`src/rtl/shift_pkg.sv`:
```
// Shared widths, types and the log-structured left shifter for the normalizer.
package shift_pkg;

  localparam int unsigned DATA_W  = 32;
  localparam int unsigned SHAMT_W = 5;

  typedef logic [DATA_W-1:0]  data_t;
  typedef logic [SHAMT_W-1:0] shamt_t;

  // Three mux layers: by 16, by a multiple of 4 (0..12), then by 0..3.
  function automatic data_t shl_log(data_t d, shamt_t s);
    data_t a;
    data_t b;
    data_t c;
    a = s[4] ? {d[15:0], 16'h0} : d;
    case (s[3:2])
      2'd0:    b = a;
      2'd1:    b = {a[27:0], 4'h0};
      2'd2:    b = {a[23:0], 8'h0};
      default: b = {a[19:0], 12'h0};
    endcase
    case (s[1:0])
      2'd0:    c = b;
      2'd1:    c = {b[30:0], 1'b0};
      2'd2:    c = {b[29:0], 2'b0};
      default: c = {b[28:0], 3'b0};
    endcase
    return c;
  endfunction

endpackage

```
`src/rtl/shift_normalizer_if.sv`:
```
// Operand-in / result-out handshake bundle of the shift normalizer.
interface shift_normalizer_if;
  import shift_pkg::*;

  logic   i_valid;
  logic   o_ready;
  logic   i_signed;
  data_t  i_data;
  logic   o_valid;
  logic   i_ready;
  data_t  o_data;
  shamt_t o_shift_amt;
  logic   o_zero;

  // Design side.
  modport slave (
    input  i_valid, i_signed, i_data, i_ready,
    output o_ready, o_valid, o_data, o_shift_amt, o_zero
  );

  // Stimulus side.
  modport master (
    output i_valid, i_signed, i_data, i_ready,
    input  o_ready, o_valid, o_data, o_shift_amt, o_zero
  );

endinterface

```
`src/rtl/lead_count.sv`:
```
// Combinational leading-count: leading zeros (unsigned) or redundant sign bits (signed).
module lead_count
  import shift_pkg::*;
(
  input  data_t  data_i,
  input  logic   signed_i,
  output shamt_t count_o,
  output logic   zero_o
);

  data_t  src;
  data_t  v;
  shamt_t cnt;

  always_comb begin
    // Signed: zeros of (bits 30:0 xor sign), with a stop bit so -1 counts 31.
    src = signed_i ? {data_i[30:0] ^ {31{data_i[31]}}, 1'b1} : data_i;
    v   = src;
    cnt = '0;
    if (v[31:16] == 16'h0) begin
      cnt[4] = 1'b1;
      v      = {v[15:0], 16'h0};
    end
    if (v[31:24] == 8'h0) begin
      cnt[3] = 1'b1;
      v      = {v[23:0], 8'h0};
    end
    if (v[31:28] == 4'h0) begin
      cnt[2] = 1'b1;
      v      = {v[27:0], 4'h0};
    end
    if (v[31:30] == 2'b0) begin
      cnt[1] = 1'b1;
      v      = {v[29:0], 2'b0};
    end
    if (!v[31]) begin
      cnt[0] = 1'b1;
    end
    zero_o  = (data_i == '0);
    count_o = zero_o ? '0 : cnt;
  end

endmodule

```
`src/rtl/shift_normalizer.sv`:
```
// Two-stage normalizer: stage 1 holds operand and leading count, stage 2 the shifted result.
module shift_normalizer
  import shift_pkg::*;
(
  input  logic               i_clk,
  input  logic               i_rst_n,
  shift_normalizer_if.slave  bus
);

  logic   v1_q, v1_d;
  logic   v2_q, v2_d;
  data_t  data1_q;
  shamt_t cnt1_q;
  logic   zero1_q;
  data_t  odata_q, odata_d;
  shamt_t oamt_q, oamt_d;
  logic   ozero_q, ozero_d;

  shamt_t lc_count;
  logic   lc_zero;
  logic   load1;
  logic   load2;

  lead_count u_lead_count (
    .data_i   (bus.i_data),
    .signed_i (bus.i_signed),
    .count_o  (lc_count),
    .zero_o   (lc_zero)
  );

  assign load2       = !v2_q || bus.i_ready;
  assign load1       = !v1_q || load2;
  assign bus.o_ready = load1;
  assign bus.o_valid = v2_q;
  assign bus.o_data      = odata_q;
  assign bus.o_shift_amt = oamt_q;
  assign bus.o_zero      = ozero_q;

  always_comb begin
    v1_d    = v1_q;
    v2_d    = v2_q;
    odata_d = odata_q;
    oamt_d  = oamt_q;
    ozero_d = ozero_q;
    if (load1) begin
      v1_d = bus.i_valid;
    end
    if (load2) begin
      v2_d = v1_q;
      if (v1_q) begin
        odata_d = shl_log(data1_q, cnt1_q);
        oamt_d  = cnt1_q;
        ozero_d = zero1_q;
      end
    end
  end

  always_ff @(posedge i_clk) begin
    if (!i_rst_n) begin
      v1_q    <= 1'b0;
      v2_q    <= 1'b0;
      odata_q <= '0;
      oamt_q  <= '0;
      ozero_q <= 1'b0;
    end else begin
      v1_q    <= v1_d;
      v2_q    <= v2_d;
      odata_q <= odata_d;
      oamt_q  <= oamt_d;
      ozero_q <= ozero_d;
    end
  end

  // Stage-1 payload is qualified by v1_q, so it carries no reset.
  always_ff @(posedge i_clk) begin
    if (load1 && bus.i_valid) begin
      data1_q <= bus.i_data;
      cnt1_q  <= lc_count;
      zero1_q <= lc_zero;
    end
  end

endmodule

```
`src/flat_wrapper.sv`:
```
// flat-port wrapper written by rule: the top's interface ports become plain ports
module shift_normalizer_flat import shift_pkg::*;
  (i_clk, i_rst_n, bus_i_valid, bus_i_signed, bus_i_data, bus_i_ready, bus_o_ready, bus_o_valid, bus_o_data, bus_o_shift_amt, bus_o_zero);
  shift_normalizer_if bus_i ();
  input  logic i_clk;
  input  logic i_rst_n;
  input wire logic [$bits(bus_i.i_valid)-1:0] bus_i_valid;
  input wire logic [$bits(bus_i.i_signed)-1:0] bus_i_signed;
  input wire logic [$bits(bus_i.i_data)-1:0] bus_i_data;
  input wire logic [$bits(bus_i.i_ready)-1:0] bus_i_ready;
  output wire logic [$bits(bus_i.o_ready)-1:0] bus_o_ready;
  output wire logic [$bits(bus_i.o_valid)-1:0] bus_o_valid;
  output wire logic [$bits(bus_i.o_data)-1:0] bus_o_data;
  output wire logic [$bits(bus_i.o_shift_amt)-1:0] bus_o_shift_amt;
  output wire logic [$bits(bus_i.o_zero)-1:0] bus_o_zero;
  assign bus_i.i_valid = bus_i_valid;
  assign bus_i.i_signed = bus_i_signed;
  assign bus_i.i_data = bus_i_data;
  assign bus_i.i_ready = bus_i_ready;
  assign bus_o_ready = bus_i.o_ready;
  assign bus_o_valid = bus_i.o_valid;
  assign bus_o_data = bus_i.o_data;
  assign bus_o_shift_amt = bus_i.o_shift_amt;
  assign bus_o_zero = bus_i.o_zero;
  shift_normalizer u_core (.i_clk(i_clk), .i_rst_n(i_rst_n), .bus(bus_i));
endmodule
```
`config.mk`:
```
export PLATFORM = sky130hd
export DESIGN_NAME = shift_normalizer_flat
export DESIGN_NICKNAME = d
export VERILOG_FILES = /design/src/rtl/shift_pkg.sv /design/src/rtl/shift_normalizer_if.sv /design/src/rtl/lead_count.sv /design/src/rtl/shift_normalizer.sv /design/src/flat_wrapper.sv
export SDC_FILE = /design/constraint.sdc
export NUM_CORES = 1
export LEC_CHECK = 0
export ABC_AREA = 1
export CAP_MARGIN = 20
export CORE_ASPECT_RATIO = 1.1
export CORE_UTILIZATION = 56
export DETAILED_ROUTE_END_ITERATION = 6
export GPL_TIMING_DRIVEN = 0
export MAX_ROUTING_LAYER = met4
export PLACE_DENSITY = 0.91
export SLEW_MARGIN = 20
export SYNTH_ARGS = -nofsm -noshare
export SYNTH_HDL_FRONTEND = slang
export SYNTH_SLANG_ARGS = --single-unit
```
`constraint.sdc`:
```
create_clock -name i_clk -period 4.05 [get_ports i_clk]
set_clock_uncertainty 0.05 [all_clocks]
set_input_delay 0.81 -clock i_clk [delete_from_list [all_inputs] [get_ports i_clk]]
set_output_delay 0.81 -clock i_clk [all_outputs]
set_load 0.02 [all_outputs]
```
==> results by group, run 1 <==
Timing
  – Total negative slack: 0 ns
  – Top achievable clock speed: 0.2670 GHz
  – Worst slew pin tran: 0.9475 ns
  – Final Max Tran Viols: 0
  – Hold slack: 0.4235 ns
  – RSZ-0062 raised after global routing: false
  – Final setup fails: 0
  – Fin. Hold Viols: 0
  – Fin crit period: 3.746 ns
  – Crit share post-route: 92.49%
  – Final worst slack: 0.3043 ns
  – Slew margin rel.: 36.83%

Die
  – Site row count: 37
  – I/O pins: 77
  – Die area: 0.01001 mm²
  – Die X: 95.48 µm
  – Die height: 104.8 µm
  – Starting density of the core: 57.56%
  – Core area: 0.009351 mm²

Placement
  – Port bufs: 75
  – Detailed Place HPWL: 13.08 mm
  – Dpl cells: 966
  – Worst slack at placement: -0.03784 ns
  – Gpl congestion: 1.078

Worst setup path
  – Critical Path Start Type: input port
  – Critical Path, Cell by Cell: clkdlybuf4s50_1 -> buf_6 -> inv_8 -> buf_8 -> ha_1 -> nor2_1 -> nand3_1 -> nand2_1 -> nand3_4 -> nor2_8 -> nand2_4 -> buf_6 -> inv_1 -> nand2_1 -> nand3_1 -> nand3_1 -> nand2_1 -> nor2_2 -> nand3_1 -> nand3_1 -> nand2_1 -> inv_1
  – Critical path data required time: 4.12 ns
  – CP max-delay cell: clkdlybuf4s50_1
  – Worst EP arrival: 3.82 ns
  – WS Path Type: input port to flip-flop
  – Critical Path Fanout Max: 10
  – CP endpoint kind: flip-flop
  – Crit path top cell by count: nand3_1
  – Delay-heaviest family, CP: simple AND/OR/NAND/NOR gates
  – Buffers plus inverters on the worst setup path: 7
  – Largest stage delay, worst path: 0.49 ns

Finish
  – Fillers: 824
  – Non-filler instance count after layout: 982
  – # diodes: 0
  – Nets: 898
  – Area Overhead vs Synth: 20.18%
  – Share of layout cells above drive strength 1: 8.092%

GRT
  – Antenna violations before repair: 0
  – Vias in the first global route: 5,395
  – GRT overflow: 0
  – First-pass GRT wire length: 27.41 mm
  – Largest net degree at the start of global routing: 39
  – Total global-route track usage: 37.08%

Power and ir drop
  – Total power: 0.002089 W
  – Worst ir drop on vdd: 174.9 µV
  – Net Switching: 0.0007113 W
  – Seq pwr share: 43.3%
  – Pwr/cell area: 323.0 mW/mm²
  – Clock power share: 27.7%
  – Cell-internal power: 0.001378 W
  – Leak pwr: 2.692 nW
  – Comb pwr share: 28.9%
  – Net Sw Frac: 34.05%

Synthesis
  – Synth cell types: 44
  – Sequential fraction of the synthesis area: 36.08%
  – Most frequent cell after synthesis: nand2_1
  – Async set-reset flop share out of synthesis: 0%
  – Ys Warns: 0
  – Post-Syn Nets: 812
  – Cell Area, Synth: 0.005383 mm²
  – Mapped Cells: 774
  – Syn Area/Cell: 6.954 µm²
  – Top cells by area, synth: edfxtp_1 21%, dfxtp_1 15%, nand2_1 12%
  – Number of synthesized register bits: 78
  – Cell taking the most area after synthesis: edfxtp_1
  – Synth top area share: 21.20%
  – Post-synth EDFFs: 38
  – Post-synth top cells: 166 x nand2_1, 88 x inv_1, 77 x nor2_1, 77 x o21ai_0, 70 x a21oi_1
  – Top_reg_cell synth: dfxtp_1

Clocking
  – Post-CTS setup buffers: 0
  – Worst skew pair latency: 0.37 ns
  – CTS sink count: 78
  – CTS tree: yes
  – CTS resizes: 0
  – Hold-fix buffers, CTS: 0
  – Worst-path clk slew: 0.07 ns
  – CTS Buffer Depth: 2
  – H-tree depth: 3
  – Root Buffer: clkbuf_8
  – CTS buffer count: 9

Detailed routing
  – Routed length per instance: 17.24 µm
  – Vias: 5,780
  – Final wirelength: 16.93 mm
  – # DRC: 0
  – Number of routed nets with antenna violations: 0
  – Vias per cell: 5.886
  – Drt initial violations: 435
  – Drt first pass iters: 5

Flow run
  – # Max-Cap Violations: 0

Outcome
  – Run status: finished clean

Worst hold path
  – Worst Hold Class: flip-flop to flip-flop
-- cell type report --
cell class              instances  area (µm²)  share of cell area, %
inverters                      94       360.3                  5.571
clock buffers                  10       127.6                  1.973
well taps                     117       146.4                  2.263
repair buffers                 75       750.7                  11.61
clock inverters                 6       61.31                 0.9478
flip-flops and latches         78        1942                  30.02
multi-input cells             559        2872                  44.39
plain buffers                  43       209.0                  3.230
-- stage by stage --
step / cell area [µm²] / util [%]
detailed placement: 6280 / 67.15
CTS: 6469 / 69.17
global route: 6469 / 69.17
floorplan: 5383 / -
finish: 6469 / 69.17
global placement: 6280 / 67.15
-- cell usage in the layout (no fill, tap or decap), types with 3 or more instances in the layout --
| master | netlist | layout |
|---|---|---|
| clkdlybuf4s50_1 | 0 | 75 |
| a211oi_1 | 3 | 3 |
| o22ai_1 | 18 | 18 |
| o211ai_1 | 4 | 4 |
| o221ai_1 | 11 | 11 |
| xnor2_1 | 9 | 9 |
| buf_2 | 5 | 5 |
| nor2_1 | 77 | 77 |
| inv_1 | 88 | 87 |
| clkinv_1 | 3 | 4 |
| nor2_4 | 3 | 3 |
| clkbuf_8 | 0 | 9 |
| nand3_2 | 5 | 5 |
| nor4_1 | 7 | 7 |
| clkbuf_1 | 31 | 32 |
| o2111ai_1 | 3 | 3 |
| a22oi_1 | 3 | 3 |
| a41oi_1 | 6 | 6 |
| nor3_1 | 3 | 3 |
| nand3_1 | 35 | 35 |
| a21oi_1 | 70 | 70 |
| nand2_2 | 21 | 21 |
| edfxtp_1 | 38 | 38 |
| inv_2 | 2 | 3 |
| nand2_1 | 166 | 166 |
| or2_2 | 3 | 3 |
| o21ai_0 | 77 | 77 |
| a221oi_1 | 13 | 13 |
| nor2_2 | 4 | 4 |
| a31oi_1 | 4 | 4 |
| dfxtp_1 | 40 | 40 |
-- power groups by stage --
stage	combinational, W	clock (W)	sequential [W]
floorplan	0.000338	0	0.000950
global placement	0.000585	0	0.000921
detailed placement	0.000588	0	0.000922
CTS	0.000590	0.000573	0.000904
global route	0.000660	0.000609	0.000910
finish	0.000605	0.000579	0.000905
-- tightest hold or removal path, stage by stage (launching register included) --
cell and delay (ns):
dfxtp_1 0.31, nand2_1 0.06, a21oi_1 0.06
-- worst paths after layout --
check	to	depth (start not counted)	slack, ns	startpoint
max	u_core.cnt1_q[0]	22	0.30	bus_i_data[31]
min	u_core.bus.o_data[29]	2	0.42	u_core.bus.o_data[29]
max reg2reg	u_core.bus.o_data[31]	9	1.32	u_core.cnt1_q[2]
min reg2reg	u_core.bus.o_data[29]	2	0.42	u_core.bus.o_data[29]
-- state kept, by name, summed over array words and instances, names as in the netlist --
| name | cells |
|---|---|
| u_core.zero1_q | 1 |
| u_core.data1_q | 32 |
| u_core.bus.o_valid | 1 |
| u_core.bus.o_shift_amt | 5 |
| u_core.bus.o_data | 32 |
| u_core.v1_q | 1 |
| u_core.cnt1_q | 5 |
| u_core.bus.o_zero | 1 |
-- per-layer routing --
metal / global-route usage, % / up-vias / part of all wire, % / routed length (µm)
met3: 5.895 / 80 / 6.7 / 1140
met2: 60.10 / 314 / 49 / 8243
li1: - / 2796 / - / -
met1: 41.69 / 2590 / 38 / 6417
met5: - / - / 0 / 0
met4: 23.99 / 0 / 6.7 / 1126
-- cells by family after synthesis --
| kind of cell | count (synthesis) | synth area share [%] |
|---|---|---|
| DFF | 78 | 36.08 |
| xor gates and xnor gates | 10 | 1.627 |
| and+or+nand+nor | 331 | 27.82 |
| AOI/OAI and AO/OA | 217 | 23.66 |
| adders and majority gates | 1 | 0.2324 |
| buffers and inverters | 137 | 10.58 |
Power figures use the tool's default switching activity.
==> run 2: changes to the inputs <==
--- a/config.mk
+++ b/config.mk
@@ -11,6 +11,7 @@
 export CORE_UTILIZATION = 56
 export DETAILED_ROUTE_END_ITERATION = 6
 export GPL_TIMING_DRIVEN = 0
+export HOLD_SLACK_MARGIN = 0.06
 export MAX_ROUTING_LAYER = met4
 export PLACE_DENSITY = 0.91
 export SLEW_MARGIN = 20
==> constraint.sdc (replaced) <==
create_clock -name i_clk -period 4.2 [get_ports i_clk]
set_clock_uncertainty 0.05 [all_clocks]
set_input_delay 0.84 -clock i_clk [delete_from_list [all_inputs] [get_ports i_clk]]
set_output_delay 0.84 -clock i_clk [all_outputs]
set_load 0.02 [all_outputs]
==> results of run 2 <==
Same layout as run 1 (identical final DEF). Status: finished clean.
Main changes from that run: setup slack after placement -0.03784 ns -> 0.08216 ns; setup slack after layout 0.3043 ns -> 0.4243 ns; register-to-register setup slack 1.32 ns -> 1.47 ns; total power 0.002089 W -> 0.002014 W; worst IR drop on VDD 174.9 µV -> 168.7 µV
==> RTL change, RTL diff (config.mk and constraints of run 1) <==
The package constant `SHAMT_W` goes from 5 to 10.
--- a/src/rtl/shift_pkg.sv
+++ b/src/rtl/shift_pkg.sv
@@ -2,7 +2,7 @@
 package shift_pkg;
 
   localparam int unsigned DATA_W  = 32;
-  localparam int unsigned SHAMT_W = 5;
+  localparam int unsigned SHAMT_W = 10;
 
   typedef logic [DATA_W-1:0]  data_t;
   typedef logic [SHAMT_W-1:0] shamt_t;
Ports: changed (resized bus_o_shift_amt); port bits go from 77 to 82. No check against the original RTL was run, so the function may have changed too.
==> RTL change against run 1 <==
- count of clock-buffer cells in the layout is 4 higher
- largest cell class unchanged
- routed wire length is 2.7% lower
- setup slack better by 0.16 ns
- total power is 0.97% lower
- combinational power is 1% lower
- highest routed layer unchanged
- cell area is 0.74% higher
- sequential cell count stayed put
- synthesized area is 0.26% higher
==> RTL change: results (changes against run 1) <==
stage,metric,value,unit,change
setup_path,worstPathArrival,3.66,ns,was 3.82 ns
drt,via_per_inst,5.82,,was 5.89
timing,worst_pin_slew,0.858,ns,was 0.947 ns
power_and_ir_drop,power_leakage,2.74,nW,was 2.69 nW
drt,totalWireLength,16500,um,"was 16,900 um"
power_and_ir_drop,seq_cell_power,0.000903,W,was 0.000905 W
synthesis,syn_area_per_cell,6.83,sq um,was 6.95 sq um
finish,clock_buffers,14,,was 10
finish,non_clock_buffer_count,126,,was 118
setup_path,crit_slowest_cell,clkdlybuf4s50_1,,unchanged
synthesis,ys_seq_area_share,36.0,%,was 36.1%
global_routing,gr-usage-met1,40.5,%,was 41.7%
clocking,root_buffer,clkbuf_8,,unchanged
worst_hold_path,worstHoldStart,u_core.bus.o_data[21]$_SDFFE_PN0P_,,was u_core.bus.o_data[29]$_SDFFE_PN0P_
setup_path,r2r_start,u_core.cnt1_q[3]$_SDFFCE_PP0P_,,was u_core.cnt1_q[2]$_SDFFCE_PP0P_
global_routing,grt_pass1_vias,5264,,"was 5,395"
global_routing,grt_max_degree,39,,unchanged
run_status,status,completed,,unchanged
placed_design,gp_congestion,1.03,,was 1.08
finish,inverters,92,,was 94
finish,syn2layout_area_growth,20.8,%,was 20.2%
timing,hold_ws,0.417,ns,was 0.423 ns
global_routing,grt_usage,35.3,%,was 37.1%
global_routing,grtUsageMet3,5.46,%,was 5.90%
placed_design,placed_cells,987,,was 966
power_and_ir_drop,pwr-share-clk,27.5,%,was 27.7%
finish,instances_no_fill,1003,,was 982
global_routing,use_met2,56.8,%,was 60.1%
global_routing,grt_pass1_wl,26100,um,"was 27,400 um"
finish,multi_input_area,2860,sq um,was 2870 sq um
finish,layout-drive-gt1-share,6.66,%,was 8.09%
synthesis,synth_common_cells,"nand2_1 (185), inv_1 (87), nor2_1 (78)",,"was nand2_1 (166), inv_1 (88), nor2_1 (77), o21ai_0 (77), a21oi_1 (70)"
setup_path,r2r_setup_slack,1.31,ns,
power_and_ir_drop,swShare,32.9,%,was 34.0%
synthesis,synth_cell_type_count,42,,was 44
drt,drt-initial-drc-count,415,,was 435
setup_path,reg2reg_depth,11,,was 9
power_and_ir_drop,ir_worst_vdd,162,uV,was 175 uV
placed_design,placed_cell_area,6320,sq um,was 6280 sq um
finish,seq_area_share,29.8,%,was 30.0%
synthesis,synth_area_leaders,"edfxtp_1 (21%), dfxtp_1 (15%), nand2_1 (13%)",,"was edfxtp_1 (21%), dfxtp_1 (15%), nand2_1 (12%)"
finish,fin_area,6520,sq um,was 6470 sq um
placed_design,hpwl,12700,um,"was 13,100 um"
worst_hold_path,holdPathEnd,u_core.bus.o_data[21]$_SDFFE_PN0P_,,was u_core.bus.o_data[29]$_SDFFE_PN0P_
power_and_ir_drop,pwr-share-seq,43.7,%,was 43.3%
finish,bufAreaShareNonClock,15.6,%,was 14.8%
setup_path,r2r_end,u_core.bus.o_data[29]$_SDFFE_PN0P_,,was u_core.bus.o_data[31]$_SDFFE_PN0P_
[RTL change: changes by cell type in the layout (fill, tap and decap cells not counted), moves of 4 or more]
cell	run 1	this run
nand2_2	21	11
conb_1	0	5
nand3_2	5	1
a21oi_1	70	77
buf_4	1	5
nand2_1	166	185
buf_6	2	6
[RTL change: cell families after synthesis]
group	count (synthesis)	synth area share [%]
buf+inv	142	11.2
compound gates	225	24.4
xor+xnor	10	1.62
simple gates	333	26.4
fa+ha+maj	1	0.232
flops	78	36.0
other cells	1	0.0695
[RTL change: worst max-delay path: cells and delay by family]
kind            cells  cell delay (ns)
buf+inv             7             1.17
compound gates      2             0.28
fa+ha+maj           1             0.26
simple gates       12             1.12
[RTL change: layer usage]
layer	vias to the layer above	routed length, um
li1	2854	-
met1	2619	6500
met2	288	8000
met3	78	931
met4	0	1040
met5	-	0
